===== src/rtl/dac_cfg_shifter.sv =====
// Serial configuration sequencer: shifts one DATA_W-bit command LSB-first to a selected dac_driver.
// Optional macro DAC_CFG_BCAST_EN enables broadcast (all select lines) via cmd_bcast.
module dac_cfg_shifter #(
    parameter int unsigned DATA_W    = 256,
    parameter int unsigned NUM_CH    = 16,
    parameter int unsigned CH_W      = 4,
    parameter int unsigned SETUP_CYC = 2,
    parameter int unsigned HIGH_CYC  = 2,
    parameter int unsigned LOW_CYC   = 2
) (
    input  logic              clk,
    input  logic              rst,
    input  logic              cmd_valid,
    output logic              cmd_ready,
    input  logic              cmd_target,
    input  logic [CH_W-1:0]   cmd_chan,
    input  logic              cmd_bcast,
    input  logic [DATA_W-1:0] cmd_data,
    output logic              sdata,
    output logic              cycle_count_clk,
    output logic              mask_clk,
    output logic [NUM_CH-1:0] select_out,
    output logic              busy,
    output logic              done,
    output logic              err
);

    localparam int unsigned BIT_W   = $clog2(DATA_W) + 1;
    localparam int unsigned MAX_A   = (SETUP_CYC > HIGH_CYC) ? SETUP_CYC : HIGH_CYC;
    localparam int unsigned MAX_CYC = (MAX_A > LOW_CYC) ? MAX_A : LOW_CYC;
    localparam int unsigned PH_W    = $clog2(MAX_CYC + 1);

    typedef enum logic [2:0] {
        S_IDLE,
        S_SETUP,
        S_HIGH,
        S_LOW,
        S_DONE,
        S_ERR
    } state_t;

    state_t            state_q, state_n;
    logic [PH_W-1:0]   ph_q, ph_n;
    logic [BIT_W-1:0]  bit_q, bit_n;
    logic [DATA_W-1:0] data_q, data_n;
    logic              tgt_q, tgt_n;
    logic [NUM_CH-1:0] sel_q, sel_n;

    logic              bcast_c;
    logic              chan_ok_c;
    logic              shifting_c;

`ifdef DAC_CFG_BCAST_EN
    assign bcast_c = cmd_bcast;
`else
    logic unused_bcast;
    assign unused_bcast = cmd_bcast;
    assign bcast_c      = 1'b0;
`endif

    assign chan_ok_c = ({1'b0, cmd_chan} < (CH_W + 1)'(NUM_CH));

    // Next-state, datapath and next-output logic; outputs are registered from these.
    always_comb begin
        state_n = state_q;
        ph_n    = ph_q + 1'b1;
        bit_n   = bit_q;
        data_n  = data_q;
        tgt_n   = tgt_q;
        sel_n   = sel_q;

        case (state_q)
            S_IDLE: begin
                if (cmd_valid && cmd_ready) begin
                    tgt_n  = cmd_target;
                    data_n = cmd_data;
                    bit_n  = '0;
                    if (bcast_c) begin
                        sel_n   = '1;
                        state_n = S_SETUP;
                    end else if (chan_ok_c) begin
                        sel_n   = NUM_CH'(1) << cmd_chan;
                        state_n = S_SETUP;
                    end else begin
                        sel_n   = '0;
                        state_n = S_ERR;
                    end
                end
            end
            S_SETUP: if (ph_q == PH_W'(SETUP_CYC - 1)) state_n = S_HIGH;
            S_HIGH:  if (ph_q == PH_W'(HIGH_CYC - 1))  state_n = S_LOW;
            S_LOW: begin
                if (ph_q == PH_W'(LOW_CYC - 1)) begin
                    if (bit_q == BIT_W'(DATA_W - 1)) begin
                        state_n = S_DONE;
                    end else begin
                        state_n = S_SETUP;
                        bit_n   = bit_q + 1'b1;
                        data_n  = data_q >> 1;
                    end
                end
            end
            S_DONE:  state_n = S_IDLE;
            S_ERR:   state_n = S_IDLE;
            default: state_n = S_IDLE;
        endcase

        if (state_n != state_q || state_q == S_IDLE) ph_n = '0;
    end

    assign shifting_c = (state_n == S_SETUP) || (state_n == S_HIGH) || (state_n == S_LOW);

    // State, datapath and registered outputs; reset aborts any shift in progress.
    always_ff @(posedge clk) begin
        if (rst) begin
            state_q         <= S_IDLE;
            ph_q            <= '0;
            bit_q           <= '0;
            data_q          <= '0;
            tgt_q           <= 1'b0;
            sel_q           <= '0;
            sdata           <= 1'b0;
            cycle_count_clk <= 1'b0;
            mask_clk        <= 1'b0;
            select_out      <= '0;
            busy            <= 1'b0;
            done            <= 1'b0;
            err             <= 1'b0;
            cmd_ready       <= 1'b1;
        end else begin
            state_q         <= state_n;
            ph_q            <= ph_n;
            bit_q           <= bit_n;
            data_q          <= data_n;
            tgt_q           <= tgt_n;
            sel_q           <= sel_n;
            sdata           <= shifting_c & data_n[0];
            cycle_count_clk <= (state_n == S_HIGH) & ~tgt_n;
            mask_clk        <= (state_n == S_HIGH) & tgt_n;
            select_out      <= shifting_c ? sel_n : '0;
            busy            <= (state_n != S_IDLE);
            done            <= (state_n == S_DONE);
            err             <= (state_n == S_ERR);
            cmd_ready       <= (state_n == S_IDLE);
        end
    end

endmodule


===== config.mk =====
export PLATFORM = sky130hd
export DESIGN_NAME = dac_cfg_shifter
export DESIGN_NICKNAME = d
export VERILOG_FILES = /design/src/rtl/dac_cfg_shifter.sv
export SDC_FILE = /design/constraint.sdc
export NUM_CORES = 1
export LEC_CHECK = 0
export BUFFER_PORTS_ARGS = -buffer_cell sky130_fd_sc_hd__buf_2
export CORE_ASPECT_RATIO = 0.9
export CORE_UTILIZATION = 47
export CTS_CLUSTER_SIZE = 8
export DETAILED_ROUTE_END_ITERATION = 8
export MAX_ROUTING_LAYER = met4
export PLACE_DENSITY = 0.71
export SYNTH_ARGS = -nofsm -noshare
export SYNTH_HDL_FRONTEND = slang
export SYNTH_SLANG_ARGS = --single-unit

===== constraint.sdc =====
create_clock -name clk -period 2.7 [get_ports clk]
set_clock_uncertainty 0.15 [all_clocks]
set_input_delay 0.135 -clock clk [delete_from_list [all_inputs] [get_ports clk]]
set_output_delay 0.135 -clock clk [all_outputs]
set_load 0.01 [all_outputs]

# == After elaboration in Yosys (flattened, before gate mapping) ==
# Cells that the tools add are included.
# word_totals
reg_bits,310
in_bits,265
output_inout_bits,23
elab_cells,66
# classes
n_addsub,2
eq_ne,14
n_shift,1
n_mux,18
bitwise,5
reduce_logical,11
# ops
operator,count
$mux 256,3
$pmux 256 s2,1
$mux 16,2
$mux 9,3
$pmux 9 s2,1
$shl 1x4->16 const A,1
$mux 3,5
$eq 3x2->1 const B,4
$pmux 3 s4,1
$add 9x1->9 const B,1
$eq 9x8->1 const B,1
$eq 3x1->1 const B,2
$eq 3x3->1 const B,2
$logic_not 3->1,2
$ne 2x2->1 const B,3
$reduce_and 4->1,1
$reduce_or 2->1,2
$and 1x1->1,3
$logic_or 1x1->1,3
$ne 3x3->1,1
$reduce_bool 3->1,1
$add 2x1->2 const B,1
$eq 2x1->1 const B,1
$mux 1,2
other kinds (3),4

# == Logic depth before layout (Yosys ltp) ==
# Gate-level depths: netlist (run 1).
# depth
word_depth,9
mapped_depth,11
mapped_depth_nobuf,8

# == Worst setup path after synthesis (run 1) ==
# Ideal clock, no wire load.
# synth_path
path_type,reg-to-reg
from,reg bit_q[0]
to,reg data_q[184]
setup_ns,0.132
arrival_time_ns,1.998
required_time_ns,2.418
setup_slack_ns,0.420
path_stages_with_launch,12
path_buffers,3
synth_period_minus_slack_ns,2.280
cell_sequence,dfxtp_1 > ha_1 > nand3_1 > nor2_1 > ha_1 > nand4b_4 > a21o_1 > clkbuf_2 > buf_2 > buf_2 > a221oi_1 > nor3_1
# synth_via
elab_chain_len,3
# synth_lines
element,line,source
start: declaration,44,"logic [BIT_W-1:0] bit_q, bit_n;"
start signal: assignment,133,bit_q <= bit_n;
$eq 9x8->1,94,if (bit_q == BIT_W'(DATA_W - 1)) begin
$ne 2x2->1 (no line),n/a,
$reduce_and 4->1 (no line),n/a,
end signal: assignment,134,data_q <= data_n;
end: declaration,45,"logic [DATA_W-1:0] data_q, data_n;"
# No other way between the ends.
# A chain may end at the register's enable or synchronous reset.

# == Final worst setup path (run 1) ==
# layout_path
from,reg bit_q[0]
to,reg data_q[54]
# The elaborated chain is that of the path after synthesis.

==> qor.yml, run 1 <==
yosys:
  synth_top_family_by_area: "simple AND/OR/NAND/NOR gates"
  synth-seq-cells: 310
  ys.flop_type: "dfxtp_1"
  async_reset_ff_share_pct: 0
  syn_nets: 1660
  synthCells: 1391
  synth_compound_area_share_pct: 19.9
  yosysTopAreaCellShare_pct: 50.3
  synth_edf_count: 0
  synthMuxAreaShare_pct: 0.243
  synth_area_um2: 12300
  avgSynthCellArea_um2: 8.87
  synthSimpleGateAreaFrac_pct: 22.6
  synthAdderAreaFrac_pct: 0.406
  yosys_warnings: 0
  synth_top_area_cell: "dfxtp_1"
  ys_top_cells_by_area: "dfxtp_1 (50%), a221oi_1 (18%), nor3_1 (10%)"
  synth_cell_type_count: 45
  synthXorXnorAreaFrac_pct: 0.497
  yosysSeqAreaShare_pct: 50.3
worst_setup_path:
  crit_chain: "ha_1, nand3_1, nor2_1, ha_1, nand4b_4, buf_4, a21o_2, buf_12, a221oi_1, nor3_1"
  worstPathRequired_ns: 2.90
  rr_endpoint: "data_q[54]"
  slowest_stage: "dfxtp_1"
  cp_top_family: "simple AND/OR/NAND/NOR gates"
  crit_fanout: 36
  slowest_delay_ns: 0.35
  cp-start-kind: "flop"
  crit_arrival_ns: 2.84
  critPathKind: "reg2reg"
  critical_path_depth: 10
  worstRegToRegCells: 10
  worst-path-buf-inv: 2
  cp_common_cell: "ha_1"
  reg2reg_slack_ns: 0.05
  rr_startpoint: "bit_q[0]"
  cp-end-kind: "flop"
cts:
  clock_latency_ns: 0.52
  cts_buffer_depth: 3
  htree_num_levels: 2
  clk_pin_slew_ns: 0.05
  cts_buffers: 44
  cts_sinks: 310
  cts-root-buf: "clkbuf_16"
  cts_tree: "built"
routing:
  drt-met1-wl_um: 16800
  first_pass_iters: 9
  num_vias: 13300
  drt_iter0_markers: 1435
  routed_wl_um: 40800
  antenna_left: 0
  dr_wl_met2_um: 19300
  dr.max_layer_used: "met4"
  met3_length_um: 3080
  wl_per_cell_um: 18.3
  drcViolationCount: 0
  via_per_inst: 5.99
floorplanning:
  die_area_um2: 26900
  initial_core_util_pct: 48.4
  die_y_um: 156
  num_rows: 55
  core-area_um2: 25500
  io_pins: 288
  dieWidth_um: 173
timing:
  worstMarginPinSlew_ns: 0.938
  rsz0062_at_grt: "yes"
  finalHoldViolations: 0
  setup_viol: 0
  fin_crit_ns: 2.65
  fmaxAchievable_mhz: 378
  report.final.slew_viol_count: 0
  min_period_over_period_pct: 98.0
  slew_headroom_pct: 37.4
pwr:
  clockPowerShare_pct: 36.1
  switching_share_pct: 29.1
  netSwitchingPower_mw: 3.89
  p_int_mw: 9.47
  ir_drop_mv: 0.555
  power.leakage_nw: 7.31
  finalPower_mw: 13.4
  cellPowerDensity_nw_per_um2: 743
  power_frac_seq_pct: 41.7
  pwr-share-comb_pct: 22.2
global_route:
  grt_pass1_wl_um: 63900
  grt_overflow: 0
  antenna_found_initial: 0
  grt_use_total_pct: 29.2
  grt_max_degree: 175
  grt_pass1_vias: 12800
run_status:
  outcome: "complete, no violations"
flow_run:
  cap_violations: 0
place:
  hpwl_um: 19800
  portBuffers: 286
  gp_congestion: 0.812
finish:
  drive_gt1_share_pct: 21.2
  syn_to_final_growth_pct: 45.7
  fin_nets: 2145
  fin_util_pct: 70.6
hold_path:
  min_path_type: "in2reg"
  hold_depth: 5
  min-delay-start: "cmd_chan[2]"
  hold_path_end: "sel_q[14]"
## kinds of logic after synthesis
group / after synthesis
compound gates: 290
buf+inv: 161
flops: 310
simple gates: 616
xor+xnor: 7
fa+ha+maj: 4
mux: 3
## cell usage in the layout, fill, tap and decap left out, types with 2 or more instances in the layout
cell type / Yosys / final
nand3_1: 6 / 6
buf_2: 102 / 285
or2_2: 6 / 6
buf_12: 0 / 20
nor3b_1: 2 / 2
inv_6: 0 / 2
buf_4: 1 / 22
clkbuf_16: 0 / 47
dlygate4sd3_1: 0 / 261
xnor2_1: 6 / 6
nor2_4: 1 / 2
nor4_1: 18 / 18
diode_2: 0 / 2
clkbuf_8: 0 / 2
dfxtp_1: 310 / 310
nor2_1: 300 / 300
nand2b_1: 6 / 6
a21o_2: 0 / 2
nand4_1: 2 / 2
a221oi_2: 0 / 4
ha_1: 4 / 4
nand2_1: 9 / 9
a221oi_1: 253 / 249
nor3_1: 255 / 255
a211oi_1: 6 / 6
inv_1: 5 / 5
a21oi_1: 19 / 19
nor2b_1: 3 / 3
mux2i_1: 3 / 3
## tightest hold or removal path, stage by stage
cell	delay, ns
buf_2	0.11
nand2_1	0.12
nor4_1	0.07
a21oi_1	0.15
nor2_1	0.05
## metrics by stage
stage	instances	TNS (ns)	area [um^2]	hold WS (ns)	setup slack, ns
6_report	2222	0	18000	0.0261	0.0540
3_5_place_dp	1902	0	14100	0.274	0.120
5_1_grt	2220	-0.157	18000	0.0448	-0.0372
4_1_cts	2211	0	17800	0.00940	0.0806
2_1_floorplan	1391	0	12300	0.146	0.420
3_3_place_gp	1902	0	14100	0.264	0.151
## repair_timing
action	in CTS	in global routing
endpoints found under the setup margin	0	83
hold endpoints to repair	268	0
hold buffers	261	0
buffers inserted	0	5
resized for setup	0	6
## power groups by stage
stage / registers (mW) / clock network (mW) / logic, mW
2_1_floorplan: 5.53 / 0 / 1.84
6_report: 5.57 / 4.82 / 2.97
3_3_place_gp: 5.59 / 0 / 2.44
5_1_grt: 5.63 / 5.09 / 3.27
3_5_place_dp: 5.61 / 0 / 2.49
4_1_cts: 5.53 / 4.88 / 2.82
## final cells by class
cell class	count	area (um^2)
Inverter	5	18.8
Antenna cell	2	5.00
Clock buffer	46	1140
Multi-Input combinational cell	922	5450
Tap cell	342	428
Sequential cell	310	6210
Timing Repair Buffer	593	4710
Clock inverter	2	17.5
Fill cell	1796	7490
## per-layer routing
layer	track usage [%]	up-vias
met4	13.8	0
met5	-	-
met3	5.80	169
li1	-	6169
met2	47.1	725
met1	35.3	6245
## synthesized netlist by cell type, types with 2 or more instances
| master | number |
|---|---|
| nor3b_1 | 2 |
| buf_2 | 102 |
| nor2_1 | 300 |
| nand2b_1 | 6 |
| nor4_1 | 18 |
| mux2i_1 | 3 |
| nor2b_1 | 3 |
| nand2_1 | 9 |
| inv_1 | 5 |
| or2_2 | 6 |
| xnor2_1 | 6 |
| nor3_1 | 255 |
| clkbuf_1 | 51 |
| nand3_1 | 6 |
| dfxtp_1 | 310 |
| a21oi_1 | 19 |
| a211oi_1 | 6 |
| nand4_1 | 2 |
| a221oi_1 | 253 |
| ha_1 | 4 |
## state kept, by name (all words and copies together) (netlist names), 2 cells and up
name,flops
state_q,3
sel_q,16
ph_q,2
data_q,256
bit_q,9
select_out,16
## worst max path at each step
stage	slack, ns	to	from
floorplan	0.42	data_q[184]	bit_q[0]
global placement	0.15	data_q[139]	bit_q[0]
detailed placement	0.12	data_q[227]	bit_q[0]
CTS	0.08	data_q[227]	bit_q[0]
global route	-0.04	data_q[36]	bit_q[0]
finish	0.05	data_q[54]	bit_q[0]
Power figures use the tool's default switching activity.
==> inputs of run 2 (changes only) <==
Settings changed: BUFFER_PORTS_ARGS -buffer_cell sky130_fd_sc_hd__buf_2 to unset, DONT_BUFFER_PORTS set to 1, PLACE_DENSITY 0.71 to unset.
==> qor.yml, run 2 (synthesis gave the netlist of run 1 again) <==
worst_setup_path:
  rr_endpoint: "bit_q[5]"
  cp-end-kind: "flop"
  cp-start-kind: "flop"
  crit_fanout: 6
  rr_startpoint: "bit_q[0]"
  worstPathRequired_ns: 2.95
  reg2reg_slack_ns: 0.17
  worstRegToRegCells: 10
  slowest_delay_ns: 0.54
  crit_arrival_ns: 2.77
  crit_chain: "ha_2, nand3_1, nor2_2, ha_1, nand4b_4, buf_6, a211oi_2, xnor2_1, nor2_1, dlygate4sd3_1"
  slowest_stage: "dlygate4sd3_1"
  critPathKind: "reg2reg"
place:
  gp_congestion: 0.807
  dp_cells: 1615
  hpwl_um: 18800
  pre_cts_ws_ns: 0.199
  portBuffers: 0
  placed_area_um2: 12600
timing:
  setup_viol: 0
  fmaxAchievable_mhz: 395
  layout_setup_ws_ns: 0.171
  worstMarginPinSlew_ns: 0.677
  slew_headroom_pct: 54.8
  finalHoldViolations: 255
  whs_ns: -0.448
  report.final.slew_viol_count: 0
  fin_crit_ns: 2.53
  min_period_over_period_pct: 93.7
  setup_tns_ns: 0
finish:
  drive_gt1_share_pct: 7.59
  reg.largest.list: "data_q x256, sel_q x16, select_out x16"
  fin_cells: 1699
  final_cell_mix: "dfxtp_1 (310), nor2_1 (299), nor3_1 (255)"
  fin_area_um2: 14200
  syn_to_final_growth_pct: 14.8
  fill_cells: 2288
  largest_reg_flops: 256
  top_register: "data_q"
  fin_nets: 1626
  final_common_cell: "dfxtp_1"
  n_antenna_cell: 0
cts:
  clk_pin_slew_ns: 0.05
  postCtsSetupRepairBufs: 0
  cts_sinks: 310
  cts_buffers: 44
  cts_buffer_depth: 3
  clock_latency_ns: 0.51
  cts_tree: "built"
  htree_num_levels: 2
  cts-root-buf: "clkbuf_16"
hold_path:
  min_path_type: "in2reg"
  hold_depth: 1
  min-delay-start: "rst"
  hold_path_end: "data_q[15]"
floorplanning:
  core-area_um2: 25500
  num_rows: 55
  initial_core_util_pct: 48.4
  io_pins: 288
  die_area_um2: 26900
  die_y_um: 156
  dieWidth_um: 173
global_route:
  antenna_found_initial: 0
  grt_pass1_vias: 9892
  grt_use_total_pct: 23.7
  grt_pass1_wl_um: 51800
  grt_max_degree: 281
  grt_overflow: 0
routing:
  drcViolationCount: 0
  routed_wl_um: 32000
  num_vias: 10600
  wl_per_cell_um: 18.8
  drt_iter0_markers: 911
  via_per_inst: 6.23
  antenna_left: 0
  first_pass_iters: 4
run_status:
  violations: "hold timing"
  outcome: "finished with violations"
pwr:
  power.leakage_nw: 5.18
  cellPowerDensity_nw_per_um2: 886
  ir_drop_mv: 0.498
flow_run:
  cap_violations: 0
-- run 2: cell count changes in the layout (fill, tap and decap cells not counted), moves of 4 or more --
cell and delta:
a221oi_2 -4, a221oi_1 +4, dlygate4sd3_1 -223, buf_4 -6, buf_2 -285
-- run 2: cell type report --
type                       count  area, um^2  share of cell area, %
inverter                       5        18.8                  0.133
tap                          342         428                   3.02
clock buffer                  46        1140                   8.05
multi-input combinational    920        5430                   38.4
sequential                   310        6210                   43.8
timing repair buffer          76         932                   6.59
-- run 2: critical path, delay by kind of cell, from the launching register on --
family,cells,cell delay [ns]
AOI/OAI and AO/OA,1,0.22
xor gates and xnor gates,1,0.14
adders and majority gates,2,0.42
buffers and inverters,2,0.71
DFF,1,0.35
and+or+nand+nor,4,0.41
-- run 2: how the worst max path moves through the flow --
stage	from	cells past startpoint	slack [ns]	end
after detailed placement	bit_q[0]	11	0.20	data_q[82]
after floorplan	bit_q[0]	11	0.42	data_q[184]
after global placement	bit_q[0]	9	0.24	data_q[139]
final	bit_q[0]	10	0.17	bit_q[5]
after CTS	bit_q[0]	10	0.02	bit_q[5]
after global routing	bit_q[0]	9	-0.009	data_q[0]
-- run 2: metal layers --
metal	wire length, um	share of wire (%)	global-route usage (%)
met1	14400	45	31.6
met2	14100	44	34.3
met5	0	0	-
met3	2800	8.8	7.43
met4	607	1.9	6.45
-- run 2: power breakdown --
group          leakage (nW)  switching, mW  total (mW)  internal, mW
logic                  2.07           1.32        2.27         0.953
clock network         0.562           1.81        4.73          2.92
registers              2.54          0.324        5.54          5.21
-- run 2: what timing repair did --
item                                    4_1_cts  5_1_grt
resized for setup                             0        9
endpoints found under the setup margin        0        8
hold endpoints to repair                    310      263
hold buffers                                 37        1
-- run 2: metrics by stage --
stage               power, mW  util [%]
floorplan                7.38         -
global placement         7.79      49.5
detailed placement       7.84      49.5
CTS                      12.6      55.4
global route             13.2      55.6
finish                   12.5      55.6
==> inputs of run 3 (changes only) <==
Settings changed: ABC_AREA set to 1.
==> qor.yml, run 3 <==
run_status:
  outcome: "finished with violations"
  violations: "hold timing"
finish:
  fin_util_pct: 53.7
  n_antenna_cell: 0
  largest_reg_flops: 256
  fin_cells: 2325
  final_common_cell: "nand2_1"
  drive_gt1_share_pct: 15.7
  fin_nets: 2198
  fin_area_um2: 15700
  top_register: "data_q"
  syn_to_final_growth_pct: 10.8
  reg.largest.list: "data_q x256, sel_q x16, select_out x16"
  final_cell_mix: "nand2_1 (460), a21oi_1 (429), nor2_1 (317)"
routing:
  via_per_inst: 5.22
  wl_per_cell_um: 14.2
  drcViolationCount: 0
  routed_wl_um: 33000
  num_vias: 12100
  antenna_left: 0
  first_pass_iters: 5
  drt_iter0_markers: 713
worst_setup_path:
  worstRegToRegCells: 12
  crit_end: "state_q[0]"
  cp-start-kind: "flop"
  slowest_delay_ns: 0.56
  crit_arrival_ns: 2.81
  critPathKind: "reg2reg"
  slowest_stage: "dlygate4sd3_1"
  crit_fanout: 3
  rr_endpoint: "state_q[0]"
  reg2reg_slack_ns: 0.13
  critical_path.startpoint: "bit_q[0]"
  cp-end-kind: "flop"
  crit_chain: "ha_4, nand2_4, nor3_4, nand2_1, nor2_2, ha_2, inv_2, o211ai_1, nand2_1, inv_2, nor2_1, dlygate4sd3_1"
  worstPathRequired_ns: 2.94
  rr_startpoint: "bit_q[0]"
place:
  pre_cts_ws_ns: 0.128
  hpwl_um: 20300
  placed_area_um2: 14200
  dp_cells: 2243
  portBuffers: 0
  gp_congestion: 0.826
global_route:
  antenna_found_initial: 0
  grt_overflow: 0
  grt_pass1_wl_um: 53600
  grt_pass1_vias: 11200
  grt_max_degree: 278
  grt_use_total_pct: 21.2
cts:
  cts_buffers: 44
  htree_num_levels: 2
  cts-root-buf: "clkbuf_16"
  clock_latency_ns: 0.51
  cts_buffer_depth: 3
  cts_sinks: 310
  cts_tree: "built"
  ctsHoldBuffers: 31
  clk_pin_slew_ns: 0.05
floorplanning:
  core-area_um2: 29300
  io_pins: 288
  initial_core_util_pct: 48.4
  die_area_um2: 30900
  num_rows: 59
  dieWidth_um: 185
  die_y_um: 167
timing:
  whs_ns: -0.405
  layout_setup_ws_ns: 0.130
  finalHoldViolations: 258
  setup_viol: 0
  slew_headroom_pct: 60.8
  report.final.slew_viol_count: 0
  fmaxAchievable_mhz: 389
  setup_tns_ns: 0
  worstMarginPinSlew_ns: 0.588
  min_period_over_period_pct: 95.2
  fin_crit_ns: 2.57
pwr:
  clockPowerShare_pct: 41.7
  switching_share_pct: 26.3
  netSwitchingPower_mw: 2.98
  cellPowerDensity_nw_per_um2: 720
  p_int_mw: 8.35
  power_frac_seq_pct: 44.6
  ir_drop_mv: 0.459
  power.leakage_nw: 5.88
  pwr-share-comb_pct: 13.7
  finalPower_mw: 11.3
yosys:
  yosysSeqAreaShare_pct: 43.7
  yosysMostFrequentCell: "nand2_1"
  syn_nets: 2238
  synth_top_area_cell: "dfxtp_1"
  synth_cell_type_count: 26
  yosysTopAreaCellShare_pct: 43.7
  synth_edf_count: 0
  ys_top_cells_by_area: "dfxtp_1 (44%), a21oi_1 (15%), nand2_1 (12%)"
  yosys_warnings: 0
  ys.flop_type: "dfxtp_1"
  async_reset_ff_share_pct: 0
  synthCells: 1969
  synth_commonest_cells: "nand2_1 (461), a21oi_1 (429), nor2_1 (318)"
  synth_area_um2: 14200
  synth-seq-cells: 310
  avgSynthCellArea_um2: 7.21
hold_path:
  min_path_type: "in2reg"
flow_run:
  cap_violations: 0
==> run 3: changes by cell type after synthesis, sizes merged, moves of 19 or more <==
cell,before,now
a221oi,253,0
inv,5,33
nor2,302,321
a21oi,20,529
buf,104,82
nor3,255,22
nand2,9,567
==> run 3: timing repair <==
item | in CTS | in global routing
gates resized for setup | 0 | 17
buffers inserted | 0 | 5
endpoints found under the hold margin | 303 | 258
endpoints found under the setup margin | 0 | 265
==> run 3: cell families after synthesis <==
logic type,after synthesis,synth area share (%)
buffers and inverters,183,7.07
XOR/XNOR,1,0.0617
AND/OR/NAND/NOR,934,27.2
flip-flops,310,43.7
AO/OA/AOI/OAI,537,21.6
adder cells (fa/ha/maj),4,0.352
==> run 3: metal layers <==
layer | up-vias | global-route usage (%) | wire [um]
met1 | 5492 | 28.3 | 15400
li1 | 6285 | - | -
met4 | 0 | 5.93 | 641
met2 | 293 | 32.2 | 14900
met3 | 57 | 4.42 | 2080
met5 | - | - | 0
==> run 3: area by class of cell <==
| class | instances | area (um^2) |
|---|---|---|
| Tap cell | 396 | 495 |
| Inverter | 35 | 136 |
| Timing Repair Buffer | 62 | 693 |
| Sequential cell | 310 | 6210 |
| Multi-Input combinational cell | 1476 | 7050 |
| Fill cell | 2957 | 13600 |
| Clock buffer | 46 | 1140 |
==> run 3: how the worst min path moves through the flow <==
stage / to / cells after the start / from / slack (ns)
2_1_floorplan: data_q[255] / 2 / cmd_data[255] / 0.13
3_5_place_dp: data_q[11] / 1 / rst / 0.09
4_1_cts: data_q[11] / 1 / rst / -0.45
6_report: data_q[11] / 1 / rst / -0.41
5_1_grt: data_q[8] / 1 / rst / -0.45
3_3_place_gp: data_q[8] / 1 / rst / 0.09
==> run 3: power groups by stage <==
stage,sequential (mW),clock (mW),combinational (mW)
floorplan,5.10,0,1.42
global placement,5.13,0,1.50
detailed placement,5.14,0,1.52
CTS,5.05,4.86,1.55
global route,5.09,5.06,1.75
finish,5.05,4.73,1.55
==> run 3: critical path, delay by kind of cell (launching register included) <==
family                     cells  cell delay [ns]
buffers and inverters          3             0.69
AOI/OAI and AO/OA              1             0.24
adders and majority gates      2             0.33
DFF                            1             0.36
and+or+nand+nor                6             0.68
